### config.mk
export PLATFORM = sky130hd
export DESIGN_NAME = iter_div
export DESIGN_NICKNAME = d
export VERILOG_FILES = /design/src/rtl/iter_div.sv
export SDC_FILE = /design/constraint.sdc
export NUM_CORES = 1
export LEC_CHECK = 0
export CORE_ASPECT_RATIO = 1.75
export CORE_MARGIN = 4
export CORE_UTILIZATION = 40
export DETAILED_ROUTE_END_ITERATION = 12
export GPL_TIMING_DRIVEN = 0
export PLACE_DENSITY_LB_ADDON = 0.08
export REMOVE_ABC_BUFFERS = 1
export SLEW_MARGIN = 10
export SYNTH_ARGS = -nofsm -noshare
export SYNTH_HDL_FRONTEND = slang
export SYNTH_SLANG_ARGS = --single-unit
### constraint.sdc
create_clock -name clk -period 9.2 [get_ports clk]
set_input_delay 1.84 -clock clk [delete_from_list [all_inputs] [get_ports clk]]
set_output_delay 1.84 -clock clk [all_outputs]
set_load 0.005 [all_outputs]
### src/rtl/iter_div.sv
// ============================================================================
// Module   : iter_div
// Purpose  : Iterative restoring radix-2 divider (DIV/DIVU/REM/REMU).
//            Optional macro DIV_EARLY_OUT_EN: single-cycle finish when |dividend| < |divisor|.
// Revision : 1.0 - initial release
// ============================================================================
`default_nettype none

module iter_div #(
  parameter int WIDTH = 32
) (
  input  logic             clk,
  input  logic             rst,
  input  logic             start,
  input  logic             flush,
  input  logic [1:0]       div_ctrl,
  input  logic [WIDTH-1:0] dividend,
  input  logic [WIDTH-1:0] divisor,
  output logic             busy,
  output logic             done,
  output logic [WIDTH-1:0] result
);

  localparam int CNT_W = $clog2(WIDTH) + 1;
  localparam logic [WIDTH-1:0] MIN_NEG = {1'b1, {(WIDTH-1){1'b0}}};
  localparam logic [CNT_W-1:0] LAST_STEP = CNT_W'(WIDTH - 1);

  typedef enum logic [1:0] {
    S_IDLE = 2'd0,
    S_CALC = 2'd1,
    S_DONE = 2'd2
  } state_e;

  state_e           state_q;
  logic [CNT_W-1:0] cnt_q;
  logic [WIDTH-1:0] rem_q;
  logic [WIDTH-1:0] quo_q;
  logic [WIDTH-1:0] dsr_q;
  logic [WIDTH-1:0] result_q;
  logic             neg_quo_q;
  logic             neg_rem_q;
  logic             sel_rem_q;

  // Operand decode on the live inputs, used only on the accept edge
  logic             in_signed;
  logic             in_rem;
  logic             dd_neg;
  logic             dv_neg;
  logic [WIDTH-1:0] dd_mag;
  logic [WIDTH-1:0] dv_mag;
  logic             div_zero;
  logic             ovf;
  logic             early;
  logic [WIDTH-1:0] spec_quo;
  logic [WIDTH-1:0] spec_rem;
  logic [WIDTH-1:0] spec_res;

  assign in_signed = ~div_ctrl[0];
  assign in_rem    = div_ctrl[1];
  assign dd_neg    = in_signed & dividend[WIDTH-1];
  assign dv_neg    = in_signed & divisor[WIDTH-1];
  assign dd_mag    = dd_neg ? (~dividend + 1'b1) : dividend;
  assign dv_mag    = dv_neg ? (~divisor + 1'b1) : divisor;
  assign div_zero  = (divisor == '0);
  assign ovf       = in_signed && (dividend == MIN_NEG) && (divisor == '1);

`ifdef DIV_EARLY_OUT_EN
  assign early = !div_zero && (dd_mag < dv_mag);
`else
  assign early = 1'b0;
`endif

  assign spec_quo = div_zero ? '1 : (ovf ? MIN_NEG : '0);
  assign spec_rem = ovf ? '0 : dividend;
  assign spec_res = in_rem ? spec_rem : spec_quo;

  // The accept edge already performs the first step, so CALC needs WIDTH-1 more
  logic             in_calc;
  logic [WIDTH-1:0] step_rem_in;
  logic [WIDTH-1:0] step_quo_in;
  logic [WIDTH-1:0] step_dsr;
  logic [WIDTH:0]   shifted;
  logic [WIDTH:0]   diff;
  logic [WIDTH-1:0] step_rem_d;
  logic [WIDTH-1:0] step_quo_d;

  assign in_calc     = (state_q == S_CALC);
  assign step_rem_in = in_calc ? rem_q : '0;
  assign step_quo_in = in_calc ? quo_q : dd_mag;
  assign step_dsr    = in_calc ? dsr_q : dv_mag;
  assign shifted     = {step_rem_in, step_quo_in[WIDTH-1]};
  assign diff        = shifted - {1'b0, step_dsr};
  assign step_rem_d  = diff[WIDTH] ? shifted[WIDTH-1:0] : diff[WIDTH-1:0];
  assign step_quo_d  = {step_quo_in[WIDTH-2:0], ~diff[WIDTH]};

  logic [WIDTH-1:0] fin_quo;
  logic [WIDTH-1:0] fin_rem;
  logic [WIDTH-1:0] fin_res;

  assign fin_quo = neg_quo_q ? (~step_quo_d + 1'b1) : step_quo_d;
  assign fin_rem = neg_rem_q ? (~step_rem_d + 1'b1) : step_rem_d;
  assign fin_res = sel_rem_q ? fin_rem : fin_quo;

  always_ff @(posedge clk or posedge rst) begin
    if (rst) begin
      state_q   <= S_IDLE;
      cnt_q     <= '0;
      rem_q     <= '0;
      quo_q     <= '0;
      dsr_q     <= '0;
      result_q  <= '0;
      neg_quo_q <= 1'b0;
      neg_rem_q <= 1'b0;
      sel_rem_q <= 1'b0;
    end else if (flush) begin
      state_q <= S_IDLE;
      cnt_q   <= '0;
    end else begin
      case (state_q)
        S_IDLE, S_DONE: begin
          if (start) begin
            sel_rem_q <= in_rem;
            neg_quo_q <= dd_neg ^ dv_neg;
            neg_rem_q <= dd_neg;
            if (div_zero || ovf || early) begin
              state_q  <= S_DONE;
              result_q <= spec_res;
              cnt_q    <= '0;
            end else begin
              state_q <= S_CALC;
              rem_q   <= step_rem_d;
              quo_q   <= step_quo_d;
              dsr_q   <= dv_mag;
              cnt_q   <= CNT_W'(1);
            end
          end else begin
            state_q <= S_IDLE;
          end
        end
        S_CALC: begin
          rem_q <= step_rem_d;
          quo_q <= step_quo_d;
          if (cnt_q == LAST_STEP) begin
            state_q  <= S_DONE;
            result_q <= fin_res;
            cnt_q    <= '0;
          end else begin
            cnt_q <= cnt_q + 1'b1;
          end
        end
        default: begin
          state_q <= S_IDLE;
          cnt_q   <= '0;
        end
      endcase
    end
  end

  assign busy   = (state_q == S_CALC);
  assign done   = (state_q == S_DONE);
  assign result = result_q;

endmodule

`default_nettype wire

==> run metrics, run 1 <==
PwrDens=169 nW/µm²; DP HPWL=33.6 mm; DRC Markers=0; overall routed net length=44.4 mm; Worst-Skew Late Latency=460 ps; startpoint types=input port; Crit path arrival time=9370 ps; post-route ant nets=0; CTS root buffer=clkbuf_16; top-level I/O count=104; commonest register cell after synthesis=dfrtp_1; crit end category=flip-flop; wire length of the first global-routing pass=69.4 mm; Post-synth top cells=266 x nand2_1, 161 x a21oi_1, 159 x nor2_1; Initial Util=40.6%; Max-slew headroom=34.3%; Lkg Pwr=6.10 nW; top cells by area, synth=dfrtp_1 28%, nand2_1 7.9%, a21oi_1 6.4%, o21ai_0 5.9%, nor2_1 4.7%; final setup skew=10.2 ps; Req. time, crit path=9580 ps; design area=14,700 µm²; Non-Filler Instances=2,128; Min-Delay Path Class=flip-flop to flip-flop; gpl congestion=0.907; initial antenna violation count=1; pre-CTS setup slack=-1860 ps; endpoints failing setup=0; MaxCap Viol Count=0; clock net sink count=139; minimum clock period=8990 ps; drt via density=6.02; area post-placement=14,000 µm²; status=completed; IO Port Bufs=103; synthesized cell area=12,600 µm²; Hold Path End=rem_q[21]; YS warnings=0; WL/cell=20.9 µm; top-count cell post-synth=nand2_1; FP Rows=85; Max rail drop VDD=134 µV; Nets=1,833; flop-to-flop setup slack=1380 ps; CTS tree=done; cells after synthesis=1,698; Core Area=30,900 µm²; initial drt markers=850; final worst-path cycle share=97.7%; Reg2Reg Depth=23; FF+latch count, synth=139; Max clock buf depth=2; Worst Path Buf+Inv=3; Cells after DPL=2,095; die area=34,400 µm²; FF-to-FF End=result[22]; Largest stage delay, worst path=670 ps; htree depth=4; fmax=111 MHz; CTS Buf Count=17; WHS Path Cells=2; largest area contributor in the netlist=dfrtp_1; CTS clock-pin slew for the worst setup and hold paths=60 ps; Fin. Hold Viols=0; Async S/R FF share, synth=100%; vias in the first global route=12,373; synth unique cells=87; crit path max fanout=39; chip height=243 µm; gr ovfl total=0; Die Span X=142 µm; Total GRT Usage=25.5%; HP Start=rem_q[21]; Syn Area/Cell=7.40 µm²; WS Path Type=input port to flip-flop; delay-heaviest family, CP=compound AO/OA/AOI/OAI gates; Critical R2R Launch=state_q[0]; Worst-Margin Slew=975 ps; layout cells sized above 1=5.76%; post-synthesis sequential area ratio=27.7%; largest net degree at the start of global routing=103; Hold Buf Count CTS=0; number of flops mapped to enable cells by yosys=0; Setup WS post-layout=213 ps; antenna cell count=0; routed via count=12,804; Synth top area share=27.7%; area added between synthesis and finish=17.3%; post-layout util=47.7%; crit path cell chain=clkdlybuf4s50_1, nor4_4, nand4_1, o41ai_2, a22oi_1, ha_1, inv_1, fa_1, a211oi_1, o21ai_0, o211ai_1, nand2_1, o32a_2, nand2_8, a21oi_1, ha_1, inv_1, o31ai_1, nand3_1, o41a_1, a31oi_1; fin. max-slew vios=0; DR pass1 iterations=6; slowest CP cell=nor4_4
==> state kept, by name (all words and copies together) (netlist names) <==
name / cells
sel_rem_q: 1
rem_q: 32
result: 32
state_q: 2
dsr_q: 32
quo_q: 32
neg_rem_q: 1
neg_quo_q: 1
cnt_q: 6
==> worst register-to-register path, stage by stage, from the launching register on <==
cell      delay [ps]
dfrtp_1          450
nand2b_4         310
inv_4            370
buf_16           340
nor2_1            80
a22oi_1          570
ha_1             270
inv_1             50
fa_1             390
a211oi_1         390
o21ai_0          310
o211ai_1         590
nand2_1          320
o221a_2          460
nor2_4           360
buf_12           250
nand2_1           90
nand2_1          140
ha_1             400
inv_1            170
o31ai_1          510
nand3_1          320
o41a_1           430
a31oi_1          160
==> cells in the final DEF (no fill, tap or decap), drive strengths merged, types with 37 or more instances in the layout <==
master	netlist	layout
nand2	266	266
a21oi	162	162
o21ai	160	160
nor2	159	159
dfrtp	139	139
clkdlybuf4s50	0	102
xor2	67	67
xnor2	58	58
nor3	47	47
and2	39	39
ha	37	37
==> cell type report <==
class                      instances  area [µm²]
timing repair buffer             116        1290
multi-input combinational       1419        8690
inverter                          32         130
clock buffer                      19         443
clock inverter                    12         220
sequential                       139        3480
tap                              391         489
fill                            3110       16200
==> metrics by stage <==
step / total power [W] / setup TNS (ps) / hold WS, ps
6_report: 0.00250 / 0 / 469
5_1_grt: 0.00264 / -17.3 / 490
4_1_cts: 0.00250 / 0 / 469
3_5_place_dp: 0.00168 / -35460 / 455
2_1_floorplan: 0.00137 / 0 / 437
3_3_place_gp: 0.00165 / -206800 / 454
==> per-layer routing <==
metal / routed length (µm) / GRT usage [%] / vias to the layer above
met4: 2290 / 12.8 / 0
li1: - / - / 6223
met2: 22800 / 45.9 / 382
met1: 17600 / 29.2 / 6095
met3: 1700 / 3.10 / 104
met5: 0 / 0 / -
==> where the power goes <==
group / leakage (nW) / total (W) / internal [W] / switching (W)
registers: 1.76 / 0.000787 / 0.000702 / 0.0000852
clock network: 0.323 / 0.000816 / 0.000514 / 0.000302
logic: 4.03 / 0.000895 / 0.000340 / 0.000554
==> cells by family after synthesis <==
logic type | after synthesis | synth area share [%]
buffers and inverters | 140 | 4.40
flip-flops | 139 | 27.7
AO/OA/AOI/OAI | 541 | 27.0
multiplexers | 36 | 2.95
XOR/XNOR | 125 | 8.77
AND/OR/NAND/NOR | 679 | 25.4
adder cells (fa/ha/maj) | 38 | 3.84
==> how the worst max path moves through the flow <==
stage | slack (ps) | start | cells past startpoint | endpoint
2_1_floorplan | 640 | state_q[1] | 20 | result[22]
3_3_place_gp | -4360 | state_q[1] | 20 | result[22]
3_5_place_dp | -1860 | dividend[3] | 21 | result[22]
4_1_cts | 170 | divisor[31] | 19 | result[22]
5_1_grt | -20 | divisor[2] | 24 | result[22]
6_report | 210 | dividend[3] | 21 | result[22]
==> repair_timing <==
action / CTS / global route
hold endpoints to repair: 0 / 0
pin swaps: 1 / 1
setup endpoints to repair: 30 / 3
resized for setup: 9 / 4
cloned: 0 / 0
setup buffers: 1 / 1
Power figures use the tool's default switching activity.
==> run 2: changes to the inputs <==
Settings changed: CTS_BUF_LIST from default to sky130_fd_sc_hd__clkbuf_8 sky130_fd_sc_hd__clkbuf_16, SLEW_MARGIN 10 to 15.
==> run 2 against run 1 <==
- clock skew decreased by 2.8 ps
- largest power group unchanged
- routed wire length decreased by 0.86%
- utilization increased by 0.15 points
- setup slack improved by 74 ps
- critical endpoint unchanged
- cell area increased by 0.31%
- register-to-register slack improved by 300 ps
==> run metrics, run 2 (same netlist as run 1, synthesis figures left out) <==
status=completed (unchanged); Sw Ratio=37.0% (was 37.7%); Int Pwr=0.00160 W (was 0.00156 W); IO Port Bufs=103 (unchanged); Total GRT Usage=25.6% (was 25.5%); DP HPWL=33.7 mm (was 33.6 mm); FP Rows=85 (unchanged); layout cells sized above 1=5.87% (was 5.76%); largest net degree at the start of global routing=98 (was 103); CTS clock-pin slew for the worst setup and hold paths=70 ps (was 60 ps); Crit path arrival time=9290 ps (was 9370 ps); WHS Path Cells=2 (unchanged); CTS Buf Count=17 (unchanged); initial antenna violation count=1 (unchanged); Initial Util=40.6% (unchanged); Sw Pwr=0.000938 W (was 0.000942 W); vias in the first global route=12,536 (was 12,373); CTS tree=done (unchanged); power share of the clock group=33.8% (was 32.7%); most frequent cells in the layout=265 x nand2_1, 161 x a21oi_1, 157 x nor2_1, 147 x o21ai_0, 138 x dfrtp_1 (unchanged); drt via density=6.00 (was 6.02); DRC Markers=0 (unchanged); area added between synthesis and finish=17.7% (was 17.3%); PwrDens=172 nW/µm² (was 169 nW/µm²); crit path cell chain=clkdlybuf4s50_1, or4_1, nor4b_2, nand3_1, o41ai_2, xor2_1, nand2_1, o21ai_0, ha_1, nand2_1, o21ai_1, nor3_1, nand2_1, o221ai_4, nand2_8, a21oi_1, ha_1, inv_1, o31ai_1, nand3_1, o41a_1, a31oi_1 (was clkdlybuf4s50_1, nor4_4, nand4_1, o41ai_2, a22oi_1, ha_1, inv_1, fa_1, a211oi_1, o21ai_0, o211ai_1, nand2_1, o32a_2, nand2_8, a21oi_1, ha_1, inv_1, o31ai_1, nand3_1, o41a_1, a31oi_1); gr ovfl total=0 (unchanged); most used cell, CP=nand2_1; WS Path Type=input port to flip-flop (unchanged); Core Area=30,900 µm² (unchanged); minimum clock period=8910 ps (was 8990 ps); Worst-Skew Late Latency=450 ps (was 460 ps); slowest CP cell=or4_1 (was nor4_4); initial drt markers=784 (was 850); htree depth=4 (unchanged); endpoints failing setup=0 (unchanged); sequential power share=31.0% (was 31.5%); crit path max fanout=39 (unchanged); most common cell after layout, fill and taps aside=nand2_1 (unchanged); final total power=0.00254 W (was 0.00250 W); Setup TNS Final=0 ps (unchanged); clock net sink count=139 (unchanged); CTS root buffer=clkbuf_16 (unchanged); routed via count=12,772 (was 12,804); die area=34,400 µm² (unchanged); fin. max-slew vios=0 (unchanged); Nets=1,833 (unchanged); wire length of the first global-routing pass=69.5 mm (was 69.4 mm); Max clock buf depth=2 (unchanged); top-level I/O count=104 (unchanged); WL/cell=20.7 µm (was 20.9 µm); Req. time, crit path=9570 ps (was 9580 ps); MaxCap Viol Count=0 (unchanged); Max-slew headroom=31.8% (was 34.3%); Min-Delay Path Class=flip-flop to flip-flop (unchanged); crit end category=flip-flop (unchanged); post-layout util=47.8% (was 47.7%); chip height=243 µm (unchanged); final worst-path cycle share=96.9% (was 97.7%); overall routed net length=44.0 mm (was 44.4 mm); Lkg Pwr=6.13 nW (was 6.10 nW); Fin. Hold Viols=0 (unchanged); Largest stage delay, worst path=670 ps (about the same); Reg2Reg Depth=21 (was 23); DR pass1 iterations=5 (was 6); startpoint types=input port (unchanged); fmax=112 MHz (was 111 MHz); logic gate share of total power=35.2% (was 35.8%); RSZ-0062 raised after global routing=no; Max rail drop VDD=146 µV (was 134 µV); antenna cell count=0 (unchanged); gpl congestion=0.907 (unchanged); Die Span X=142 µm (unchanged); final setup skew=7.41 ps (was 10.2 ps); Worst-Margin Slew=1010 ps (was 975 ps); post-route ant nets=0 (unchanged)
run 2: path summary, 6_finish.rpt:
check	from	end	slack [ps]
worst max-delay path	divisor[4]	result[22]	290
max in group asynchronous	rst	rem_q[22]	6540
worst min register to register	rem_q[29]	rem_q[29]	480
worst min-delay path	rem_q[29]	rem_q[29]	480
min in group asynchronous	rst	cnt_q[2]	1780
worst max register to register	state_q[0]	result[22]	1680
run 2: power by group through the flow:
stage          clock (W)  combinational [W]  sequential (W)
2_1_floorplan          0           0.000603        0.000769
3_5_place_dp           0           0.000883        0.000796
5_1_grt         0.000893           0.000990        0.000798
6_report        0.000858           0.000893        0.000787
4_1_cts         0.000866           0.000889        0.000785
3_3_place_gp           0           0.000861        0.000793
run 2: worst max-delay path: cells and delay by family:
family                     cells  cell delay [ps]
xor gates and xnor gates       1              300
buffers and inverters          2              760
adders and majority gates      2              790
AOI/OAI and AO/OA              8             2710
and+or+nand+nor                9             2840
run 2: cell type report:
class                   count  area (µm²)
flip-flops and latches    139        3480
fillers                  3064       16200
repair buffers            116        1300
well taps                 391         489
multi-input cells        1419        8690
inverters                  32         130
clock buffers              20         467
clock inverters            12         240
run 2: stage by stage:
step                      instances  instance area [µm²]  setup WS, ps  hold slack [ps]
after floorplan                1590                12100           638              437
after global placement         2084                13700         -4360              454
after detailed placement       2096                14000         -1820              455
after CTS                      2129                14800          11.2              470
after global routing           2129                14800          11.7              492
final                          2129                14800           288              475
run 2: per-layer routing:
layer	track usage, %	vias to the layer above	part of all wire, %
met5	0	-	0
met4	13.4	0	5.0
met3	3.06	95	3.6
met2	45.7	378	52
met1	29.3	6077	40
li1	-	6222	-
run 2: what timing repair did:
| item | 4_1_cts | 5_1_grt |
|---|---|---|
| setup endpoints to repair | 29 | 5 |
| gates resized for setup | 8 | 5 |
| hold buffers | 0 | 0 |
| setup buffers | 1 | 0 |
| pin swaps | 1 | 0 |
==> patch, RTL diff (settings of run 2) <==
Register the input `divisor` before use, without a reset. The logic sees it one clock later. The other inputs are not delayed to match. Comments in the files are not updated.
--- a/src/rtl/iter_div.sv
+++ b/src/rtl/iter_div.sv
@@ -31,6 +31,12 @@
     S_DONE = 2'd2
   } state_e;
 
+  logic [WIDTH-1:0] divisor_q;
+
+  always_ff @(posedge clk) begin
+    divisor_q <= divisor;
+  end
+
   state_e           state_q;
   logic [CNT_W-1:0] cnt_q;
   logic [WIDTH-1:0] rem_q;
@@ -58,11 +64,11 @@
   assign in_signed = ~div_ctrl[0];
   assign in_rem    = div_ctrl[1];
   assign dd_neg    = in_signed & dividend[WIDTH-1];
-  assign dv_neg    = in_signed & divisor[WIDTH-1];
+  assign dv_neg    = in_signed & divisor_q[WIDTH-1];
   assign dd_mag    = dd_neg ? (~dividend + 1'b1) : dividend;
-  assign dv_mag    = dv_neg ? (~divisor + 1'b1) : divisor;
-  assign div_zero  = (divisor == '0);
-  assign ovf       = in_signed && (dividend == MIN_NEG) && (divisor == '1);
+  assign dv_mag    = dv_neg ? (~divisor_q + 1'b1) : divisor_q;
+  assign div_zero  = (divisor_q == '0);
+  assign ovf       = in_signed && (dividend == MIN_NEG) && (divisor_q == '1);
 
 `ifdef DIV_EARLY_OUT_EN
   assign early = !div_zero && (dd_mag < dv_mag);
Formal check against the unedited RTL: not equivalent (a bounded check fails within 4 cycles, from zero or initial values and one cycle with rst high).
==> patch against run 2 <==
- sequential cell count grew 32
- total power is 9.4% higher
- wire length is 3.7% lower
- register-to-register slack got worse by 0.19 ns
- design area rose by 1.7%
- combinational power rose by 13%
- sequential share of layout area rose by 3.9 points
- clock skew rose by 0.0050 ns
- via count fell by 2.5%
- count of clock-buffer cells in the layout is 2 higher
- worst setup slack improved by 0.21 ns
- area after synthesis is 3.9% higher
- global-route usage is 1.4 points lower
==> patch: results <==
[run_status]
status = "complete, no violations"

[place]
dpl_cell_area_um2 = 14450
place_worst_setup_slack_ns = -0.1412
dp_hpwl_um = 32340
gp_congestion = 0.9208
io_buffers = 103

[logic_synthesis]
synth_ff_type = "dfrtp_1"
synth-async-reset-ratio_pct = 81.29
netlist_top_cells_count = "nand2_1 (297), a21oi_1 (162), o21ai_0 (148), dfrtp_1 (139), nor2_1 (139)"
ys_types = 87
ys_seq_area_share_pct = 31.53
yosys_warnings = 0
synth.top_cells.by_area = "dfrtp_1 (27%), nand2_1 (8.5%), a21oi_1 (6.2%)"

[timing]
maxSlewViolCount = 0
clock_skew_ns = 0.01245
relSlewSlack_pct = 17.34
whs_ns = 0.4740
report.final.hold_viol_count = 0
setup_viol = 0

[final_layout]
diodes = 0
drive_gt1_share_pct = 5.657
nets = 1845

[clocking]
path_clk_slew_ns = 0.07
clockBufferDepth = 2
post_cts_buffers = 0
cts-root-buf = "clkbuf_16"
cts_max_level = 4
cts_buffers = 17
clk_latency_ns = 0.45

[route]
routedWlPerCell_um = 19.72
firstDrtPassIters = 5
drt-initial-drc-count = 812
routed_via_density = 5.792

[worst_setup_path]
r2r-start = "state_q[0]"
worst_ep_arrival_time_ns = 9.06
path_max_fanout = 40
reg2reg_depth = 22
reg2reg_slack_ns = 1.49
worstReg2RegEnd = "result[18]"

[hold_path]
min_to = "rem_q[17]"
min_path_cells = 2
hp-class = "register to register"
hp-start = "rem_q[17]"

[power_and_ir_drop]
ir_drop_mv = 0.1157
p_leak_nw = 6.363

[grt]
first_global_vias = 12269
grt_max_degree = 83
grt.total_usage_pct = 24.17
antenna_found_initial = 0
grt_pass1_wl_um = 67480
## patch: area by class of cell
cell class	count	area (um^2)
fill	3292	17180
multi-input combinational	1387	8434
sequential	171	4120
timing repair buffer	119	1235
tap	400	500.5
clock buffer	22	494.2
inverter	41	163.9
clock inverter	10	90.09
## patch: stage by stage
step                cells  utilization (%)
floorplan            1599                -
global placement     2102            44.04
detailed placement   2118            44.84
CTS                  2150            46.66
global route         2150            46.67
finish               2150            46.67
## patch: timing repair
action,4_1_cts,5_1_grt
setup endpoints to repair,0,2
endpoints found under the hold margin,0,0
resized for setup,0,1
## patch: cell families after synthesis
| logic type | count (synthesis) | synth area share, % |
|---|---|---|
| flops | 171 | 31.53 |
| xor+xnor | 131 | 8.782 |
| mux | 37 | 2.930 |
| compound gates | 526 | 25.15 |
| simple gates | 655 | 23.63 |
| buf+inv | 139 | 4.290 |
| fa+ha+maj | 38 | 3.697 |
## patch: worst max path at each step
stage	start	to	slack, ns	cells after the start
after floorplan	state_q[1]	result[24]	0.51	22
after global placement	state_q[1]	result[29]	-4.77	19
after detailed placement	dividend[13]	result[18]	-0.14	22
after CTS	dividend[13]	result[18]	0.32	22
after global routing	dividend[13]	result[18]	0.18	22
final	dividend[13]	result[18]	0.50	22
## patch: worst max-delay path, stage by stage
cell and delay [ns]:
clkdlybuf4s50_1 0.53, nor4_1 0.62, nand4_1 0.39, nor2_1 0.27, a31oi_1 0.38, ha_1 0.39, inv_1 0.07, fa_1 0.22
and3_1 0.21, o2111a_1 0.29, o21ai_2 0.13, a211oi_1 0.40, or3b_1 0.61, and2_4 0.57, nor2_1 0.10, a21oi_1 0.25
ha_1 0.39, inv_1 0.27, o41ai_1 0.48, xor2_1 0.25, o2bb2ai_1 0.14, o31ai_1 0.22
## patch: per-layer routing
metal | vias to the layer above | GRT usage, % | routed length (um)
met5 | - | 0 | 0
met4 | 0 | 11.20 | 1904
met3 | 94 | 2.651 | 1342
met2 | 323 | 44.25 | 22310
met1 | 5863 | 27.53 | 16840
li1 | 6173 | - | -
## patch: where the power goes
group	total [mW]	switching (mW)	internal (mW)
combinational	1.01	0.562	0.447
clock	0.733	0.325	0.408
sequential	1.03	0.127	0.905
total	2.78	1.01	1.76
